[config.mk]
export PLATFORM = sky130hd
export DESIGN_NAME = cp_insert_pp
export DESIGN_NICKNAME = d
export VERILOG_FILES = /design/src/rtl/cp_pkg.sv /design/src/rtl/cp_pingpong_buf.sv /design/src/rtl/cp_insert_pp.sv
export SDC_FILE = /design/constraint.sdc
export NUM_CORES = 2
export LEC_CHECK = 0
export ABC_AREA = 0
export BUFFER_PORTS_ARGS = -buffer_cell sky130_fd_sc_hd__buf_2
export CORE_ASPECT_RATIO = 0.7
export CORE_MARGIN = 3
export CORE_UTILIZATION = 55
export CTS_CLUSTER_DIAMETER = 120
export DETAILED_ROUTE_END_ITERATION = 8
export HOLD_SLACK_MARGIN = 0.12
export PLACE_DENSITY = 0.69
export SETUP_SLACK_MARGIN = 0.02
export SLEW_MARGIN = 20
export SYNTH_ARGS = -nofsm -noshare
export SYNTH_HDL_FRONTEND = slang
export SYNTH_SLANG_ARGS = --single-unit
[constraint.sdc]
create_clock -name CLK_I -period 7.2 [get_ports CLK_I]
set_input_delay 0.36 -clock CLK_I [delete_from_list [all_inputs] [get_ports CLK_I]]
set_output_delay 0.36 -clock CLK_I [all_outputs]
set_load 0.1 [all_outputs]
[src/rtl/cp_pkg.sv]
// ---------------------------------------------------------------------------
// cp_pkg
// Shared definitions for the cyclic-prefix inserter:
//   - CP length select encodings (CP_SEL_I values)
//   - read-side FSM state encoding
//   - cp_len_f: CP length in samples for a given FFT size and select code
// ---------------------------------------------------------------------------
package cp_pkg;

   localparam logic [1:0] CP_QUARTER      = 2'b00;  // NFFT/4
   localparam logic [1:0] CP_EIGHTH       = 2'b01;  // NFFT/8
   localparam logic [1:0] CP_SIXTEENTH    = 2'b10;  // NFFT/16
   localparam logic [1:0] CP_THIRTYSECOND = 2'b11;  // NFFT/32

   typedef enum logic [1:0] {
      ST_IDLE = 2'b00,
      ST_CP   = 2'b01,
      ST_BODY = 2'b10
   } rd_state_e;

   // CP length = NFFT >> (2 + sel). Wide enough for LOG2N up to 11.
   function automatic logic [11:0] cp_len_f(input int unsigned log2n,
                                            input logic [1:0]   sel);
      logic [12:0] nfft;
      nfft = 13'd1 << log2n;
      return 12'(nfft >> (32'd2 + 32'(sel)));
   endfunction

endpackage

[src/rtl/cp_pingpong_buf.sv]
// ---------------------------------------------------------------------------
// cp_pingpong_buf
// Two-bank sample store, each bank NFFT words of {real, imag}.
// Ports:
//   clk_i                 rising-edge clock
//   we_i, wr_bank_i,
//   wr_addr_i, wr_data_i  synchronous write port
//   rd_bank_i, rd_addr_i  asynchronous read address
//   rd_data_o             read data (combinational from address)
// Storage is intentionally not reset.
// ---------------------------------------------------------------------------
module cp_pingpong_buf
   import cp_pkg::*;
#(
   parameter int DW    = 16,
   parameter int LOG2N = 6
) (
   input  logic                clk_i,
   input  logic                we_i,
   input  logic                wr_bank_i,
   input  logic [LOG2N-1:0]    wr_addr_i,
   input  logic [2*DW-1:0]     wr_data_i,
   input  logic                rd_bank_i,
   input  logic [LOG2N-1:0]    rd_addr_i,
   output logic [2*DW-1:0]     rd_data_o
);

   localparam int DEPTH = 2 * (1 << LOG2N);

   logic [2*DW-1:0] mem_q [DEPTH];

   // Write port: bank bit is the address MSB.
   always_ff @(posedge clk_i) begin
      if (we_i) begin
         mem_q[{wr_bank_i, wr_addr_i}] <= wr_data_i;
      end
   end

   assign rd_data_o = mem_q[{rd_bank_i, rd_addr_i}];

endmodule

[src/rtl/cp_insert_pp.sv]
// ---------------------------------------------------------------------------
// cp_insert_pp
// Cyclic-prefix inserter with a two-bank ping-pong buffer. A full symbol of
// NFFT samples is collected into one bank, then emitted as its last cp_len
// samples followed by all NFFT samples while the other bank fills.
// Ports:
//   CLK_I               clock
//   RST_I               synchronous active-low reset
//   DAT_I_r/DAT_I_i     input sample, STB_I valid, ACK_O accept
//   CP_SEL_I            CP length select, latched at the first sample of a symbol
//   DAT_O_r/DAT_O_i     output sample, STB_O valid, ACK_I accept
//   SOF_O               marks the first CP sample of each extended symbol
// ---------------------------------------------------------------------------
module cp_insert_pp
   import cp_pkg::*;
#(
   parameter int DW    = 16,
   parameter int LOG2N = 6
) (
   input  logic          CLK_I,
   input  logic          RST_I,
   input  logic [DW-1:0] DAT_I_r,
   input  logic [DW-1:0] DAT_I_i,
   input  logic          STB_I,
   output logic          ACK_O,
   input  logic [1:0]    CP_SEL_I,
   output logic [DW-1:0] DAT_O_r,
   output logic [DW-1:0] DAT_O_i,
   output logic          STB_O,
   input  logic          ACK_I,
   output logic          SOF_O
);

   localparam int AW = LOG2N;
   localparam int CW = LOG2N - 1;
   localparam logic [AW-1:0] LAST_ADDR = {AW{1'b1}};

   // Write side state
   logic [AW-1:0] wr_cnt_q,  wr_cnt_d;
   logic          wr_bank_q, wr_bank_d;
   logic [CW-1:0] cp_len_q [2];
   logic [CW-1:0] cp_len_d [2];
   logic [1:0]    full_q,    full_d;

   // Read side state
   rd_state_e     state_q,   state_d;
   logic [AW-1:0] rd_addr_q, rd_addr_d;
   logic          rd_bank_q, rd_bank_d;

   logic          ack_s;
   logic          wr_en_s;
   logic          wr_last_s;
   logic [1:0]    full_set_s;
   logic [1:0]    full_clr_s;
   logic          stb_s;
   logic          xfer_s;
   logic          other_full_s;
   logic [CW-1:0] cp_len_new_s;
   logic [AW-1:0] rd_start_s;
   logic [AW-1:0] other_start_s;
   logic [2*DW-1:0] rd_data_s;

   assign cp_len_new_s = CW'(cp_len_f(LOG2N, CP_SEL_I));

   assign ack_s     = RST_I & ~full_q[wr_bank_q];
   assign wr_en_s   = STB_I & ack_s;
   assign wr_last_s = wr_en_s & (wr_cnt_q == LAST_ADDR);

   assign stb_s  = RST_I & (state_q != ST_IDLE);
   assign xfer_s = stb_s & ACK_I;

   // NFFT - cp_len at AW bits: NFFT is 0 modulo 2**AW.
   assign rd_start_s    = {AW{1'b0}} - {1'b0, cp_len_q[rd_bank_q]};
   assign other_start_s = {AW{1'b0}} - {1'b0, cp_len_q[~rd_bank_q]};

   // The other bank counts as ready if it completes on this same edge, so a
   // simultaneous fill/drain hands over without a bubble.
   assign other_full_s = full_q[~rd_bank_q] | full_set_s[~rd_bank_q];

   // Write-side next state: counter, bank toggle, CP latch, full set.
   always_comb begin
      wr_cnt_d   = wr_cnt_q;
      wr_bank_d  = wr_bank_q;
      cp_len_d   = cp_len_q;
      full_set_s = 2'b00;
      if (wr_en_s) begin
         wr_cnt_d = wr_cnt_q + AW'(1);
         if (wr_cnt_q == {AW{1'b0}}) begin
            cp_len_d[wr_bank_q] = cp_len_new_s;
         end else begin
            cp_len_d[wr_bank_q] = cp_len_q[wr_bank_q];
         end
         if (wr_last_s) begin
            full_set_s[wr_bank_q] = 1'b1;
            wr_bank_d             = ~wr_bank_q;
         end else begin
            wr_bank_d = wr_bank_q;
         end
      end else begin
         wr_cnt_d = wr_cnt_q;
      end
   end

   // Read FSM next state: IDLE -> CP -> BODY -> (CP | IDLE).
   always_comb begin
      state_d    = state_q;
      rd_addr_d  = rd_addr_q;
      rd_bank_d  = rd_bank_q;
      full_clr_s = 2'b00;
      case (state_q)
         ST_IDLE: begin
            if (full_q[rd_bank_q]) begin
               state_d   = ST_CP;
               rd_addr_d = rd_start_s;
            end else begin
               state_d = ST_IDLE;
            end
         end
         ST_CP: begin
            if (xfer_s) begin
               if (rd_addr_q == LAST_ADDR) begin
                  state_d   = ST_BODY;
                  rd_addr_d = {AW{1'b0}};
               end else begin
                  rd_addr_d = rd_addr_q + AW'(1);
               end
            end else begin
               state_d = ST_CP;
            end
         end
         ST_BODY: begin
            if (xfer_s) begin
               if (rd_addr_q == LAST_ADDR) begin
                  full_clr_s[rd_bank_q] = 1'b1;
                  rd_bank_d             = ~rd_bank_q;
                  if (other_full_s) begin
                     state_d   = ST_CP;
                     rd_addr_d = other_start_s;
                  end else begin
                     state_d   = ST_IDLE;
                     rd_addr_d = {AW{1'b0}};
                  end
               end else begin
                  rd_addr_d = rd_addr_q + AW'(1);
               end
            end else begin
               state_d = ST_BODY;
            end
         end
         default: begin
            state_d   = ST_IDLE;
            rd_addr_d = {AW{1'b0}};
         end
      endcase
   end

   // A bank is never set and cleared on the same edge: the read side only
   // frees the bank it is draining, which the write side cannot be filling.
   assign full_d = (full_q | full_set_s) & ~full_clr_s;

   // State registers with synchronous active-low reset.
   always_ff @(posedge CLK_I) begin
      if (!RST_I) begin
         wr_cnt_q    <= {AW{1'b0}};
         wr_bank_q   <= 1'b0;
         cp_len_q[0] <= {CW{1'b0}};
         cp_len_q[1] <= {CW{1'b0}};
         full_q      <= 2'b00;
         state_q     <= ST_IDLE;
         rd_addr_q   <= {AW{1'b0}};
         rd_bank_q   <= 1'b0;
      end else begin
         wr_cnt_q    <= wr_cnt_d;
         wr_bank_q   <= wr_bank_d;
         cp_len_q[0] <= cp_len_d[0];
         cp_len_q[1] <= cp_len_d[1];
         full_q      <= full_d;
         state_q     <= state_d;
         rd_addr_q   <= rd_addr_d;
         rd_bank_q   <= rd_bank_d;
      end
   end

   cp_pingpong_buf #(
      .DW    (DW),
      .LOG2N (LOG2N)
   ) u_buf (
      .clk_i     (CLK_I),
      .we_i      (wr_en_s),
      .wr_bank_i (wr_bank_q),
      .wr_addr_i (wr_cnt_q),
      .wr_data_i ({DAT_I_r, DAT_I_i}),
      .rd_bank_i (rd_bank_q),
      .rd_addr_i (rd_addr_q),
      .rd_data_o (rd_data_s)
   );

   assign ACK_O   = ack_s;
   assign STB_O   = stb_s;
   assign SOF_O   = stb_s & (state_q == ST_CP) & (rd_addr_q == rd_start_s);
   assign DAT_O_r = stb_s ? rd_data_s[2*DW-1:DW] : {DW{1'b0}};
   assign DAT_O_i = stb_s ? rd_data_s[DW-1:0]    : {DW{1'b0}};

endmodule
==> flow_summary.ini <==
[outcome]
outcome = finished, violations left
violations = negative setup slack

[timing]
min_period_over_period = 1.02
finClkSkew_ns = 0.0331
max_freq_ghz = 0.137
setup_violations = 1
slew_violations = 0
hold_viol = 0
tightest_slew_ns = 1.35
worst_slack_ns = -0.125
slew_headroom = 0.0944
rsz0062_at_grt = no
min_period_ns = 7.33
setup_tns_ns = -0.125

[global_route]
grt_usage = 0.315
overflow = 0
antenna_found_initial = 36
grt_pass1_wl_mm = 652
grt_pass1_vias = 81100
grt_start_max_net_pins = 115

[place]
finalWeightedCongestion = 0.903
io_buffer_count = 72
dpl.cell_count = 11500
placed_area_um2 = 167000
hpwlAfterDp_mm = 275

[synth]
synth-main-ff-cell = edfxtp_1
syn-cell-area_um2 = 161000
synth_area_leader_cell = edfxtp_1
synth_fp_nets = 7705
synth_seq_cells = 4124
netlist.area_leader.share = 0.763
async_flop_share = 0
synth_edf_count = 4096
synthDistinctLibCells = 85
yosysSeqAreaShare = 0.767
yosysWarnings = 0
synth_cells = 7662
avgSynthCellArea_um2 = 21.0
synthTopCellsByArea = edfxtp_1, mux4_2, mux2i_1, mux4_1, o221ai_1

[power]
power.density_nw_per_um2 = 262
p_leak_uw = 0.0536
ir_drop_mv = 0.209
totalPowerFinal_uw = 47200

[cts]
clkSlewWorstSetupHoldPaths_ns = 0.06
tritoncts = done
numCtsBuffers = 374
insertion_delay_ns = 0.92
post_cts_resized = 0
cts_htree_levels = 5
clk_path_buf_depth = 4
cts.sinks = 4124
cts-root-buf = clkbuf_16

[routing]
ant_nets = 0
drc_errors = 0
drtIter0Drc = 15500
viasPerCell = 7.02
wl_per_cell_um = 38.8
wl_mm = 474
vias = 85700
dr.pass1.iters = 9

[layout]
design_area_um2 = 180000
drive_above_1_share = 0.231
fin_util = 0.621
nets = 8093
instances_no_fill = 12200
final_common_cell = edfxtp_1
area_growth_pct = 11.8
mostFrequentLayoutCells = edfxtp_1, mux2i_1, mux4_2, clkbuf_16, buf_4

[setup_path]
cpMaxStageDelayCell = a221oi_1
reg2reg_setup_slack_ns = 2.70
setup.worst_path.end = DAT_O_i[4]
crit_top_cell = buf_4
cpPeakStageDelay_ns = 1.01
r2r-start = wr_bank_q$_SDFFE_PN0P_
worstReg2RegEnd = u_buf.mem_q[82][25]$_DFFE_PP_
startpoint = rd_addr_q[1]$_SDFFE_PN0P_
worst-r2r-cell-count = 7
worstPathMaxFanout = 48
required_ns = 6.84
cp-start-kind = flip-flop
arrival_ns = 6.97
path_class = reg2out
cp-end-kind = output pin
cp_cell_sequence = buf_4 -> buf_4 -> mux4_2 -> o22ai_1 -> o21ai_0 -> o31ai_1 -> a221oi_1 -> buf_4 -> buf_2

[floorplanning]
rows = 165
die_h_um = 459
io_pins = 73
die_x_um = 653
dieArea_um2 = 300000
start_util = 0.556
coreArea_um2 = 290000

[worst_hold_path]
hold_class = in2reg
hold_depth = 1

[flow_run]
drv_cap = 0
[critical path: cells and delay by family, from the launching register on]
kind / cells / cell delay (ns)
compound gates: 4 / 2.42
buf+inv: 4 / 2.20
flops: 1 / 0.97
mux: 1 / 0.34
[how the worst min path moves through the flow]
stage,from,endpoint,slack (ns)
2_1_floorplan,DAT_I_i[0],u_buf.mem_q[0][0]$_DFFE_PP_,0.46
3_3_place_gp,cp_len_q[0]$_SDFFE_PN0P_,cp_len_q[0]$_SDFFE_PN0P_,0.48
3_5_place_dp,cp_len_q[0]$_SDFFE_PN0P_,cp_len_q[0]$_SDFFE_PN0P_,0.49
4_1_cts,DAT_I_i[15],u_buf.mem_q[102][15]$_DFFE_PP_,0.17
5_1_grt,DAT_I_i[15],u_buf.mem_q[36][15]$_DFFE_PP_,0.20
6_report,DAT_I_i[15],u_buf.mem_q[40][15]$_DFFE_PP_,0.21
[per-layer routing]
metal  up-vias  track usage  part of all wire
met4        24       0.0948             0.034
met1     45000        0.470              0.38
met3       766        0.127              0.17
li1      33200            -                 -
met5         -            0           0.00048
met2      6766        0.426              0.42
[metrics by stage]
stage	setup slack [ns]	hold WS, ns
finish	-0.125	0.208
global route	0.0536	0.202
CTS	0.140	0.172
detailed placement	1.14	0.489
global placement	0.0954	0.483
floorplan	0.334	0.459
[cell type report]
cell class | instances | area [µm²]
timing repair buffer | 476 | 4020
antenna | 5 | 12.5
clock buffer | 446 | 9800
fill | 19400 | 110000
inverter | 9 | 50.0
tap | 3841 | 4810
multi-input combinational | 3065 | 35400
clock inverter | 239 | 2490
sequential | 4124 | 124000
[cells by family (layout without fill, tap and decap cells)]
logic type / count (synthesis) / count (layout) / share of synthesized area
and+or+nand+nor: 644 / 644 / 0.0187
DFF: 4124 / 4124 / 0.767
AOI/OAI and AO/OA: 934 / 934 / 0.0431
buffers and inverters: 473 / 1170 / 0.0222
muxes: 1462 / 1462 / 0.148
other: 0 / 5 / 0
adders and majority gates: 5 / 5 / 0.000388
xor gates and xnor gates: 20 / 20 / 0.00109
[power by group]
group	internal (µW)	leakage, µW	switching, µW
clock	11400	0.00601	8730
sequential	26400	0.0370	6.60
combinational	69.2	0.0106	529
total	37900	0.0536	9270
[registers in the layout (all words and copies together) (netlist names)]
signal	flops
cp_len_q	10
wr_cnt_q	6
wr_bank_q	1
full_q	2
state_q	2
u_buf.mem_q	4096
rd_bank_q	1
rd_addr_q	6
[cells in the mapped netlist, drive strengths merged, types with 97 or more instances]
library cell / instances
edfxtp: 4096
mux2i: 713
mux4: 711
buf: 284
nor2: 224
clkbuf: 169
a21oi: 157
o221ai: 147
nand2: 107
nor3: 106
a221oi: 101
o22ai: 97
[what timing repair did]
action	CTS	global route
hold endpoints to repair	1475	0
hold buffers	37	0
endpoints found under the setup margin	0	1
setup buffers	0	1
Power figures use the tool's default switching activity.
